## config.mk

```make
export PLATFORM = sky130hd
export DESIGN_NAME = if_id_queue
export DESIGN_NICKNAME = d
export VERILOG_FILES = /design/src/rtl/if_id_queue.sv
export SDC_FILE = /design/constraint.sdc
export NUM_CORES = 1
export LEC_CHECK = 0
export ABC_CLOCK_PERIOD_IN_PS = 3640
export CAP_MARGIN = 40
export CORE_AREA = 2 2 147 135
export DETAILED_ROUTE_END_ITERATION = 10
export DIE_AREA = 0 0 149 137
export PLACE_DENSITY = 0.9
export SLEW_MARGIN = 20
export SYNTH_ARGS = -nofsm -noshare
export SYNTH_HDL_FRONTEND = slang
export SYNTH_SLANG_ARGS = --single-unit
```

## constraint.sdc

```tcl
create_clock -name CLK -period 3.64 [get_ports CLK]
set_input_delay 0.364 -clock CLK [delete_from_list [all_inputs] [get_ports CLK]]
set_output_delay 0.364 -clock CLK [all_outputs]
set_load 0.1 [all_outputs]
```

## src/rtl/if_id_queue.sv

```systemverilog
// Fetch-to-decode instruction queue: DEPTH-entry FIFO of (PC, INST) pairs with
// valid/ready handshakes and a synchronous flush for redirects.
module if_id_queue #(
    parameter int ADDR_W = 32,
    parameter int DATA_W = 32,
    parameter int DEPTH  = 4,
    parameter int CNT_W  = $clog2(DEPTH + 1)
) (
    input  logic              CLK,
    input  logic              RST,
    input  logic              FLUSH,
    input  logic              IF_VALID,
    input  logic [ADDR_W-1:0] IF_PC,
    input  logic [DATA_W-1:0] IF_INST,
    output logic              IF_READY,
    input  logic              ID_STALL,
    output logic              ID_VALID,
    output logic [ADDR_W-1:0] ID_PC,
    output logic [DATA_W-1:0] ID_INST,
    output logic [CNT_W-1:0]  COUNT
);
    localparam int               PTR_W    = $clog2(DEPTH);
    localparam logic [CNT_W-1:0] FULL_CNT = CNT_W'(DEPTH);

    logic [ADDR_W-1:0] pc_mem   [DEPTH];
    logic [DATA_W-1:0] inst_mem [DEPTH];
    logic [PTR_W-1:0]  rd_ptr;
    logic [PTR_W-1:0]  wr_ptr;
    logic [CNT_W-1:0]  count_q;
    logic              push;
    logic              pop;

    // Handshake flags come from registered occupancy only, so there is no
    // combinational path from the fetch inputs to decode or from stall to ready.
    assign IF_READY = (count_q != FULL_CNT);
    assign ID_VALID = (count_q != '0);
    assign COUNT    = count_q;

    assign push = IF_VALID & IF_READY & ~FLUSH;
    assign pop  = ID_VALID & ~ID_STALL & ~FLUSH;

    // An empty queue presents a bubble of all zeros, which decode treats as a NOP.
    assign ID_PC   = ID_VALID ? pc_mem[rd_ptr]   : '0;
    assign ID_INST = ID_VALID ? inst_mem[rd_ptr] : '0;

    always_ff @(posedge CLK) begin
        if (push) begin
            pc_mem[wr_ptr]   <= IF_PC;
            inst_mem[wr_ptr] <= IF_INST;
        end
    end

    always_ff @(posedge CLK or posedge RST) begin
        if (RST) begin
            rd_ptr  <= '0;
            wr_ptr  <= '0;
            count_q <= '0;
        end else if (FLUSH) begin
            rd_ptr  <= '0;
            wr_ptr  <= '0;
            count_q <= '0;
        end else begin
            if (push) begin
                wr_ptr <= wr_ptr + PTR_W'(1);
            end
            if (pop) begin
                rd_ptr <= rd_ptr + PTR_W'(1);
            end
            if (push && !pop) begin
                count_q <= count_q + CNT_W'(1);
            end else if (pop && !push) begin
                count_q <= count_q - CNT_W'(1);
            end
        end
    end
endmodule

```

==> results.json, run 1 <==
{
  "status": "complete, no violations",
  "grt_max_degree": 52,
  "synth_ff_type": "edfxtp_1",
  "synth.distinct_cells": 31,
  "die_w_um": 149,
  "grt-busiest-layer": "met2",
  "intPower_uw": 6180,
  "initial_core_util": 0.542,
  "period_needed_ps": 3090,
  "cp.depth": 4,
  "yosysTopAreaCell": "edfxtp_1",
  "syn_inst": 470,
  "drtIter0Drc": 277,
  "pin_count": 138,
  "p_sw_uw": 4360,
  "p_seq_frac": 0.344,
  "fmax_mhz": 323,
  "rows": 48,
  "cts_buffer_depth": 3,
  "cp.required_ps": 3280,
  "dpl.hpwl_um": 11700,
  "drt-total-wl_um": 19400,
  "fin_hold_ws_ps": 102,
  "synth_edf_count": 256,
  "port_buffers": 137,
  "die_h_um": 137,
  "finalClockSkew_ps": 24.7,
  "crit_chain": "buf_12 > mux4_2 > and2_1 > buf_4",
  "clock-root-buffer": "clkbuf_16",
  "rr_worst_depth": 9,
  "fin_tns_setup_ps": 0,
  "worstMarginPinSlew_ps": 625,
  "yosys-top-cells-count": "edfxtp_1 (256), and2_1 (68), mux4_2 (64), buf_2 (9), inv_1 (9)",
  "setup_slack_ps": 545,
  "diodes": 0,
  "ys_async_sr_fraction": 0.0266,
  "grt_overflow": 0,
  "numCtsBuffers": 26,
  "core_area_um2": 18900,
  "synth_nets": 544,
  "grt_first_pass_wirelength_um": 29200,
  "syn_avg_cell_area_um2": 21.8,
  "cap_violations": 0,
  "placed_area_um2": 11800,
  "track_usage": 0.191,
  "antenna_found_initial": 0,
  "worstReg2RegEnd": "COUNT[2]",
  "min-delay-path-class": "input port to async pin",
  "crit_path_top_delay_cell": "dfrtp_4",
  "rsz0062_at_grt": "no",
  "drtPass1Iterations": 4,
  "cp-start-kind": "flop",
  "grt_pass1_vias": 5207,
  "crit_path_end_kind": "primary output",
  "insertion_delay_ps": 520,
  "critical-path-top-delay-family": "flip-flops",
  "max_stage_delay_ps": 840,
  "met3_usage": 0.0383,
  "die_area_um2": 20400,
  "yosysMostFrequentCell": "edfxtp_1",
  "gp_congestion": 0.686,
  "path_class": "flop to primary output",
  "syn_area_um2": 10200,
  "vias_per_cell": 5.53,
  "synth-seq-area-share": 0.769,
  "htreeDepth": 1,
  "post-route-period-util": 0.850,
  "p_per_area_nw_per_um2": 832,
  "yosysWarnings": 0,
  "wire_per_inst_um": 21.7,
  "setup-violations-final": 0,
  "place_ws_ps": 1010,
  "hold_buffers": 0,
  "cts_tree": "built",
  "swShare": 0.414,
  "vias": 4955,
  "combPwrFrac": 0.405,
  "final_area_um2": 12700,
  "ctsResizeCount": 0,
  "slew_viol_final": 0,
  "critPathMaxFanout": 36,
  "synth_top_cell_area_share": 0.752,
  "reg2reg_from": "COUNT[0]",
  "peakVddDrop_mv": 0.800,
  "crit_arrival_ps": 2730,
  "post-route-drc-count": 0,
  "ys_ff_latch": 263,
  "crit_buf_inv": 2,
  "finalPower_uw": 10500,
  "crit_path_start": "rd_ptr[0]",
  "power.leakage_uw": 0.00422,
  "hold_viol_final": 0,
  "synthToLayoutAreaGrowth_pct": 23.9,
  "gr-usage-met2": 0.329,
  "endpoint": "ID_INST[12]",
  "clkTransAtPathRegs_ps": 60,
  "p_clk_frac": 0.251,
  "grt_use_met1": 0.261,
  "reg2reg_slack_ps": 1240,
  "drive_gt1_frac": 0.296,
  "fin_nets": 700,
  "netlist_top_cells_area": "edfxtp_1 (75%), mux4_2 (14%), and2_1 (4.2%)",
  "cts_num_sinks": 263,
  "relSlewSlack": 0.584,
  "ant_nets": 0,
  "cts_setup_buffers": 0
}
[cell type report]
type                       count  area, um^2
timing repair buffer         151        1420
tap                          250         313
multi-input combinational    175        2170
inverter                       9        33.8
sequential                   263        7870
fill                        1231        6190
clock buffer                  29         662
clock inverter                19         204
[power groups by stage]
| stage | clock (uW) | sequential, uW | combinational (uW) |
|---|---|---|---|
| 2_1_floorplan | 0 | 3680 | 3350 |
| 4_1_cts | 2710 | 3630 | 4280 |
| 3_3_place_gp | 0 | 3700 | 4150 |
| 3_5_place_dp | 0 | 3690 | 4270 |
| 6_report | 2650 | 3620 | 4270 |
| 5_1_grt | 2810 | 3650 | 4410 |
[layer usage]
metal / routed length, um / up-vias / share of wire
li1: - / 2202 / -
met1: 7920 / 2535 / 0.41
met2: 9930 / 192 / 0.51
met3: 1290 / 26 / 0.066
met4: 293 / 0 / 0.015
met5: 0 / - / 0
[worst min path at each step]
stage / start / endpoint / cells past startpoint
finish: RST / COUNT[0] / 2
detailed placement: wr_ptr[1] / wr_ptr[1] / 2
global placement: wr_ptr[1] / wr_ptr[1] / 2
CTS: RST / COUNT[0] / 2
floorplan: RST / COUNT[0] / 1
global route: RST / COUNT[1] / 2
[logic make-up (layout without fill, tap and decap cells)]
logic type,Yosys count,in the layout,synth area share
muxes,64,64,0.141
xor gates and xnor gates,3,3,0.00257
AOI/OAI and AO/OA,16,16,0.00942
adders and majority gates,5,5,0.00685
and+or+nand+nor,87,87,0.0510
buffers and inverters,32,208,0.0203
DFF,263,263,0.769
[worst register-to-register path, stage by stage (launching register included)]
cell and delay [ps]:
dfrtp_1 440, nor3_1 400, inv_2 210, buf_12 220, a21oi_1 180, fa_1 240
nor2b_1 250, xor2_1 160, o21ai_0 90, a21oi_1 130
[through the flow]
stage	instances	utilization
floorplan	470	-
global placement	842	0.620
detailed placement	847	0.625
CTS	895	0.671
global route	896	0.672
finish	896	0.672
[placed cells by master (no fill, tap or decap), drive strengths merged, types with 4 or more instances in the layout]
cell type        n
a21oi            6
and2            68
buf             79
bufinv           4
clkbuf          29
clkdlybuf4s50   72
clkinv          14
dfrtp            7
edfxtp         256
ha               4
inv              9
mux4            64
nand2            5
nor2             4
o21ai            5
[state kept, by name (all words and copies together), names as in the netlist]
name      cells
inst_mem    128
rd_ptr        2
pc_mem      128
wr_ptr        2
COUNT         3
Power figures use the tool's default switching activity.
==> inputs of run 2 (changes only) <==
--- a/config.mk
+++ b/config.mk
@@ -6,11 +6,12 @@
 export NUM_CORES = 1
 export LEC_CHECK = 0
 export ABC_CLOCK_PERIOD_IN_PS = 3640
-export CAP_MARGIN = 40
-export CORE_AREA = 2 2 147 135
+export CAP_MARGIN = 10
+export CORE_AREA = 2 2 162 149
 export DETAILED_ROUTE_END_ITERATION = 10
-export DIE_AREA = 0 0 149 137
-export PLACE_DENSITY = 0.9
+export DIE_AREA = 0 0 164 151
+export GPL_TIMING_DRIVEN = 1
+export PLACE_DENSITY = 0.78
 export SLEW_MARGIN = 20
 export SYNTH_ARGS = -nofsm -noshare
 export SYNTH_HDL_FRONTEND = slang
==> run 2 against run 1 <==
Net effect: largest cell class unchanged; core utilization down 13 points; critical path depth unchanged; setup slack worse by 78 ps; fmax down 2.5%; sequential share of layout area up 0.60 points; flip-flop and latch count unchanged; clock power down 9.4%; sequential power about the same; combinational power down 3%; cell count up 5.1%; register-to-register slack worse by 150 ps.
==> results.json, run 2 (synthesized netlist as in run 1, its figures left out) <==
{
  "status": "complete, no violations",
  "htreeDepth": 1,
  "crit_path_top_delay_cell": "dfrtp_4",
  "relSlewSlack": 0.336,
  "die_h_um": 151,
  "gp_congestion": 0.699,
  "crit_path_end_kind": "primary output",
  "grt_overflow": 0,
  "core_area_um2": 23000,
  "path_common_cell": "buf_4",
  "cp-start-kind": "flop",
  "vias": 4942,
  "utilization": 0.545,
  "dpl.hpwl_um": 11500,
  "drtPass1Iterations": 4,
  "clock-root-buffer": "clkbuf_16",
  "post-route-drc-count": 0,
  "layout_common_cells": "edfxtp_1 (256), clkdlybuf4s50_1 (73), buf_4 (68), mux4_2 (64), and2_1 (64)",
  "track_usage": 0.157,
  "hold_buffers": 0,
  "power.leakage_uw": 0.00413,
  "cp.required_ps": 3280,
  "fillers": 1720,
  "vias_per_cell": 5.25,
  "diodes": 0,
  "crit_arrival_ps": 2810,
  "clkTransAtPathRegs_ps": 60,
  "drive_gt1_frac": 0.286,
  "finalClockSkew_ps": 10.2,
  "pin_count": 138,
  "peakVddDrop_mv": 0.750,
  "min-delay-path-class": "input port to async pin",
  "cts_tree": "built",
  "cts_setup_buffers": 0,
  "reg2reg_from": "COUNT[2]",
  "grt_pass1_vias": 5274,
  "slew_viol_final": 0,
  "drtIter0Drc": 379,
  "p_per_area_nw_per_um2": 814,
  "fin_nets": 694,
  "reg2reg_slack_ps": 1090,
  "final_common_cell": "edfxtp_1",
  "antenna_found_initial": 1,
  "wire_per_inst_um": 20.5,
  "grt_max_degree": 66,
  "max_stage_delay_ps": 920,
  "cap_violations": 0,
  "numCtsBuffers": 26,
  "path_class": "flop to primary output",
  "critical-path-top-delay-family": "flip-flops",
  "critPathMaxFanout": 39,
  "crit_chain": "buf_4 > mux4_2 > and2_1 > buf_4",
  "rr_worst_depth": 9,
  "initial_core_util": 0.444,
  "ctsResizeCount": 0,
  "grt_first_pass_wirelength_um": 29500,
  "drt-total-wl_um": 19300,
  "fin_tns_setup_ps": 0,
  "synthToLayoutAreaGrowth_pct": 22.7,
  "crit_buf_inv": 2,
  "ant_nets": 0,
  "cts_buffer_depth": 3,
  "hold_viol_final": 0,
  "fmax_mhz": 315,
  "die_w_um": 164,
  "post-route-period-util": 0.872,
  "rsz0062_at_grt": "no",
  "rows": 53,
  "worstReg2RegEnd": "COUNT[2]",
  "port_buffers": 137,
  "insertion_delay_ps": 510,
  "cts_num_sinks": 263,
  "setup-violations-final": 0,
  "worstMarginPinSlew_ps": 996,
  "period_needed_ps": 3170,
  "die_area_um2": 24800
}
==> run 2: metrics by stage <==
step                      area (um^2)  worst slack [ps]  hold WS, ps  cells  power, uW
final                           12500               467         83.9    942      10200
after global routing            12500               245          105    942      10600
after CTS                       12500               356         74.5    942      10300
after detailed placement        11800               920          569    894       7910
after global placement          11800               961          558    894       7860
after floorplan                 10200              7.02          167    470       7030
==> run 2: area by class of cell <==
| type | instances | area, um^2 | area share |
|---|---|---|---|
| inverter | 9 | 33.8 | 0.00269 |
| tap | 302 | 378 | 0.0301 |
| clock inverter | 18 | 90.1 | 0.00718 |
| timing repair buffer | 145 | 1320 | 0.105 |
| sequential | 263 | 7870 | 0.627 |
| clock buffer | 30 | 687 | 0.0548 |
| multi-input combinational | 175 | 2170 | 0.173 |
==> run 2: metal layers <==
layer  up-vias  GRT usage  share of wire
li1       2187          -              -
met1      2569      0.218           0.44
met2       161      0.253           0.47
met3        23     0.0378          0.070
met4         2     0.0399          0.015
met5         -          0        0.00067
==> run 2: worst max-delay path by stage <==
stage | start | endpoint | slack [ps] | cells after the start
final | rd_ptr[0] | ID_PC[22] | 470 | 4
after global routing | rd_ptr[0] | ID_PC[22] | 250 | 4
after CTS | rd_ptr[0] | ID_PC[22] | 360 | 4
after detailed placement | rd_ptr[0] | ID_PC[22] | 920 | 4
after global placement | rd_ptr[0] | ID_PC[1] | 960 | 4
after floorplan | COUNT[2] | ID_INST[23] | 7 | 5
==> run 2: worst register-to-register path: stages, from the launching register on <==
cell and delay [ps]:
dfrtp_1 490, nor3_1 150, inv_2 110, buf_4 520
a21oi_1 180, fa_1 440, nor2b_1 180, xor2_1 150
o21ai_0 140, a21oi_1 60
==> run 2: report_power, final <==
group / switching (uW) / total (uW) / internal (uW)
clock network: 1050 / 2400 / 1350
logic: 3130 / 4150 / 1020
registers: 151 / 3650 / 3500
total: 4330 / 10200 / 5870
==> variant 1: new RTL, settings of run 1 <==
Reset style: synchronous (`RST`), changed in one clocked block.
--- a/src/rtl/if_id_queue.sv
+++ b/src/rtl/if_id_queue.sv
@@ -50,7 +50,7 @@
         end
     end
 
-    always_ff @(posedge CLK or posedge RST) begin
+    always_ff @(posedge CLK) begin
         if (RST) begin
             rd_ptr  <= '0;
             wr_ptr  <= '0;
Check against the original RTL: differs if RST is asserted again (counterexample within 4 cycles, from zero or initial values and one cycle with RST high); with RST held inactive, the same outputs for 4 cycles.
==> variant 1 against run 1 <==
Area after synthesis about the same; routed wire length is 3.6% lower; sequential cell count rose by 2; core utilization decreased by 0.40 points; final area is 0.60% lower; sequential share of layout area up 0.42 points; global-route usage shrank 0.59 points; setup slack improved by 100 ps.
Power is not compared: it rests on default switching activity, and its combinational part moved more than twofold at a synthesized area within 25%.
==> variant 1: results (changes against run 1) <==
- IF_INST[25] — startpoint of the tightest hold check path
- 29.2% — fraction of final layout cells with drive strength greater than 1, -0.41 points
- flip-flops — family with the most delay on the worst path
- 4.17 nW — leakage power total
- sky130_fd_sc_hd__edfxtp_1 — Most used DFF post-synth
- 588 ps — actual slew at the worst max-slew pin, -36.6 ps
- 0 — antenna violations before repair, unchanged
- 0.703 — last weighted congestion value of the routability-driven placer, +2.6%
- 40 — pin count of the biggest net entering global routing, -23%
- COUNT[0]$_SDFFE_PP0P_ — reg2reg start
- register to output port — category of the critical setup timing path
- 510 ps — Clock Latency Late Sink
- 30 — number of distinct library cells after synthesis, -3.2%
- 1 — H-Tree Level Count, unchanged
- 0 — CTS resizes, unchanged
- completed — status
- 60 ps — clock-pin slew on the worst setup and hold paths, about the same
- 0 — buffer count from post-CTS setup fixing, unchanged
- 1300 ps — reg-to-reg setup timing slack, +60 ps
- 710 ps — highest cell delay on the worst timing path, -130 ps
- 5206 — vias in the first global route, -0.019%
- 256 — number of flops mapped to enable cells by yosys, unchanged
- 533 — syn nets, -2.0%
- ID_INST[27] — Critical path destination
- 264 — initial DRC count, -4.7%
- 0% — share of flip-flops with an asynchronous set or reset, -2.7 points
- 28800 µm — first-pass GRT wire length, -1.2%
- 11400 µm — HPWL after detailed placement, -2.7%
- 21.3 µm — routed length per instance, -1.9%
- 18.5% — global router's overall resource usage, -0.59 points
- 5.57 — via density per instance, +0.74%
- 37 — critical path fanouts, max, +2.8%
- COUNT[2]$_SDFFE_PP0P_ — Reg2Reg Capture Point
- 5 — detailed-router iteration count before antenna repair, +1
- 26 — CTS Buf Count, unchanged
- 0 — Diodes inserted, unchanged
- 14.1 ps — largest clock skew in the final design, -10.6 ps
- sky130_fd_sc_hd__edfxtp_1, sky130_fd_sc_hd__and2_1, sky130_fd_sc_hd__mux4_2 — Commonest cells post-synth
- 4 — Critical Path Stages, unchanged
- 686 — nets@finish, -2.0%
- 76.9% — part of the Yosys area used for sequential elements, about the same
- 0 — number of warnings printed during yosys synthesis, unchanged
- sky130_fd_sc_hd__edfxtp_1, sky130_fd_sc_hd__mux4_2, sky130_fd_sc_hd__and2_1 — synth top area cells
- 137 — IO buf count, unchanged
- 0 — hold-fix buffers at CTS, unchanged
- input port to register — Hold WC Path Type
- 3 — maximum buffer depth of the clock tree, unchanged
- sky130_fd_sc_hd__dfxtp_4 — standard cell with the maximum stage delay on the critical path
- 8 — cell depth of the worst flop-to-flop path, -1
[variant 1: where the power goes]
group	leakage [nW]	switching, W	internal, W	total (W)
registers	2.40	0.0000193	0.00339	0.00341
clock network	0.403	0.00105	0.00147	0.00252
logic	1.36	0.000605	0.000244	0.000849
[variant 1: worst min-delay path by stage]
stage | to | slack [ps] | depth (start not counted)
2_1_floorplan | register | 460 | 2
3_3_place_gp | register | 460 | 2
3_5_place_dp | register | 520 | 2
4_1_cts | inst_mem[0][15]$_DFFE_PP_ | 460 | 1
5_1_grt | inst_mem[2][3]$_DFFE_PP_ | 480 | 1
6_report | inst_mem[3][25]$_DFFE_PP_ | 470 | 1
[variant 1: per-stage QoR]
step                setup slack [ps]  cells  instance area, µm²  hold WS (ps)  total power [W]
finish                           648    881               12600           471          0.00679
global route                     488    881               12600           477          0.00697
CTS                              573    881               12600           465          0.00683
detailed placement               793    833               11800           518          0.00433
global placement                 979    827               11700           462          0.00430
floorplan                        147    458               10200           459          0.00407
[variant 1: area by class of cell]
class                   instances  area, µm²
flip-flops and latches        265       7880
fillers                      1177       6270
multi-input cells             166       2170
repair buffers                148       1410
clock buffers                  37        733
well taps                     250        313
clock inverters                11       80.1
inverters                       4       15.0
[variant 1: cells by family after synthesis]
kind of cell	share of synthesized area [%]
compound gates	0.587
xor+xnor	0.171
fa+ha+maj	0.807
buf+inv	2.12
flops	76.9
mux	14.3
simple gates	5.08
[variant 1: metal layers]
layer	up-vias	wire, µm	track usage, %
li1	2167	-	-
met1	2549	7770	25.5
met2	170	9620	31.4
met3	22	1110	3.57
met4	0	244	4.18
met5	-	0	0
==> variant 2: new RTL, flow settings as in run 1 <==
Made on the original files. Set the parameter `ADDR_W` to 40 (it was 32).
--- a/src/rtl/if_id_queue.sv
+++ b/src/rtl/if_id_queue.sv
@@ -1,7 +1,7 @@
 // Fetch-to-decode instruction queue: DEPTH-entry FIFO of (PC, INST) pairs with
 // valid/ready handshakes and a synchronous flush for redirects.
 module if_id_queue #(
-    parameter int ADDR_W = 32,
+    parameter int ADDR_W = 40,
     parameter int DATA_W = 32,
     parameter int DEPTH  = 4,
     parameter int CNT_W  = $clog2(DEPTH + 1)
Ports: changed (resized ID_PC and IF_PC); port bits go from 138 to 154. The function was not compared with the original's and may differ.
==> variant 2 against run 1 <==
Setup slack got worse by 110 ps; area after synthesis rose by 11%; clock skew fell by 13 ps; critical path depth did not move; die area did not move; sequential cell count rose by 32; power rose by 11%; first-iteration DRC count rose by 74%; sequential power rose by 12%; routed wire length rose by 14%; combinational power rose by 11%; hold slack improved by 8.8 ps; clock power rose by 7.9%; final area rose by 11%; critical path type unchanged; largest power group unchanged.
==> variant 2: results (changes against run 1) <==
- rd_ptr[0]$_DFFE_PP0P_ — worst setup path startpoint
- 0.00473 W — combinational-cell power consumption, +11%
- 41.3% — switching share of power, -0.053 points
- 30 — number of distinct library cells after synthesis, -3.2%
- 13500 µm — HPWL after detailed placement, +15%
- 2840 ps — critical path data arrival time, +110 ps
- 4.67 nW — leakage power total, +11%
- 1 — antenna violations before repair, +1
- 40.6% — Combinational Power Share, about the same
- 5757 — vias in the first global route, +11%
- 2.37% — share of flip-flops with an asynchronous set or reset, -0.29 points
- 0.231% — synthesized-area fraction occupied by xor and xnor cells, -0.026 points
- 0.720 — last weighted congestion value of the routability-driven placer, +5.0%
- 0.00406 W — power of the sequential group, +12%
- 910 ps — highest cell delay on the worst timing path, +70 ps
- 1040 ps — reg-to-reg setup timing slack, -200 ps
- 33300 µm — first-pass GRT wire length, +14%
- 8 — cell depth of the worst flop-to-flop path, -1
- 877 ps — worst slack after detailed placement, -137 ps
- completed — status
- sky130_fd_sc_hd__edfxtp_1, sky130_fd_sc_hd__and2_1, sky130_fd_sc_hd__mux4_2 — Commonest cells post-synth
- 858 µV — peak ir drop on the vdd network, +7.2%
- 14.2% — mux cell area share after synthesis, +0.14 points
- 75.9% — area share of the leading cell type in the synthesized netlist, +0.72 points
- 5615 — via count, +13%
- 28.7% — fraction of final layout cells with drive strength greater than 1, -0.86 points
- 77.4% — part of the Yosys area used for sequential elements, +0.55 points
- 22.9 µm — routed length per instance, +5.6%
- 46.8% — relative slew slack, -12 points
- 21.9% — global router's overall resource usage, +2.8 points
- 13100 µm² — DP Area, +12%
- sky130_fd_sc_hd__edfxtp_1, sky130_fd_sc_hd__mux4_2, sky130_fd_sc_hd__and2_1 — synth top area cells
- 28 — CTS Buf Count, +7.7%
- ID_PC[8] — Critical path destination
- 11.3 ps — largest clock skew in the final design, -13.4 ps
- 602 — syn nets, +11%
- 0.615% — Synth Area in Adders, -0.070 points
- 60 ps — clock-pin slew on the worst setup and hold paths, about the same
- 153 — IO buf count, +12%
- 482 — initial DRC count, +74%
- 288 — number of flops mapped to enable cells by yosys, +13%
- 776 — nets@finish, +11%
- 1055 — fill cell total of the finished layout, -14%
- 53 — pin count of the biggest net entering global routing, +1.9%
- 5 — detailed-router iteration count before antenna repair, +1
- 110 ps — Hold Worst Slack, +8.81 ps
-- variant 2: changes by cell type in the layout (fill, tap and decap cells not counted), sizes merged --
| cell | run 1 | this run |
|---|---|---|
| clkbuf | 29 | 38 |
| mux4 | 64 | 72 |
| buf | 79 | 89 |
| and2 | 68 | 76 |
| diode | 0 | 1 |
| edfxtp | 256 | 288 |
| clkinv | 14 | 8 |
| clkdlybuf4s50 | 72 | 80 |
| clkinvlp | 1 | 0 |
-- variant 2: area by class of cell --
type                            count  area [µm²]  area share [%]
Clock inverter                     12         151            1.08
Antenna cell                        1        2.50          0.0178
Timing Repair Buffer              169        1570            11.2
Sequential cell                   295        8830            62.8
Multi-Input combinational cell    191        2400            17.0
Clock buffer                       38         759            5.40
Tap cell                          250         313            2.22
Inverter                            9        33.8           0.240
-- variant 2: metal layers --
metal  GRT usage (%)  vias up  share of wire (%)
met1            29.5     2886                 39
met5               0        -                  0
met4            5.08        0                2.2
met2            37.0      244                 51
met3            5.33       39                8.0
li1                -     2446                  -
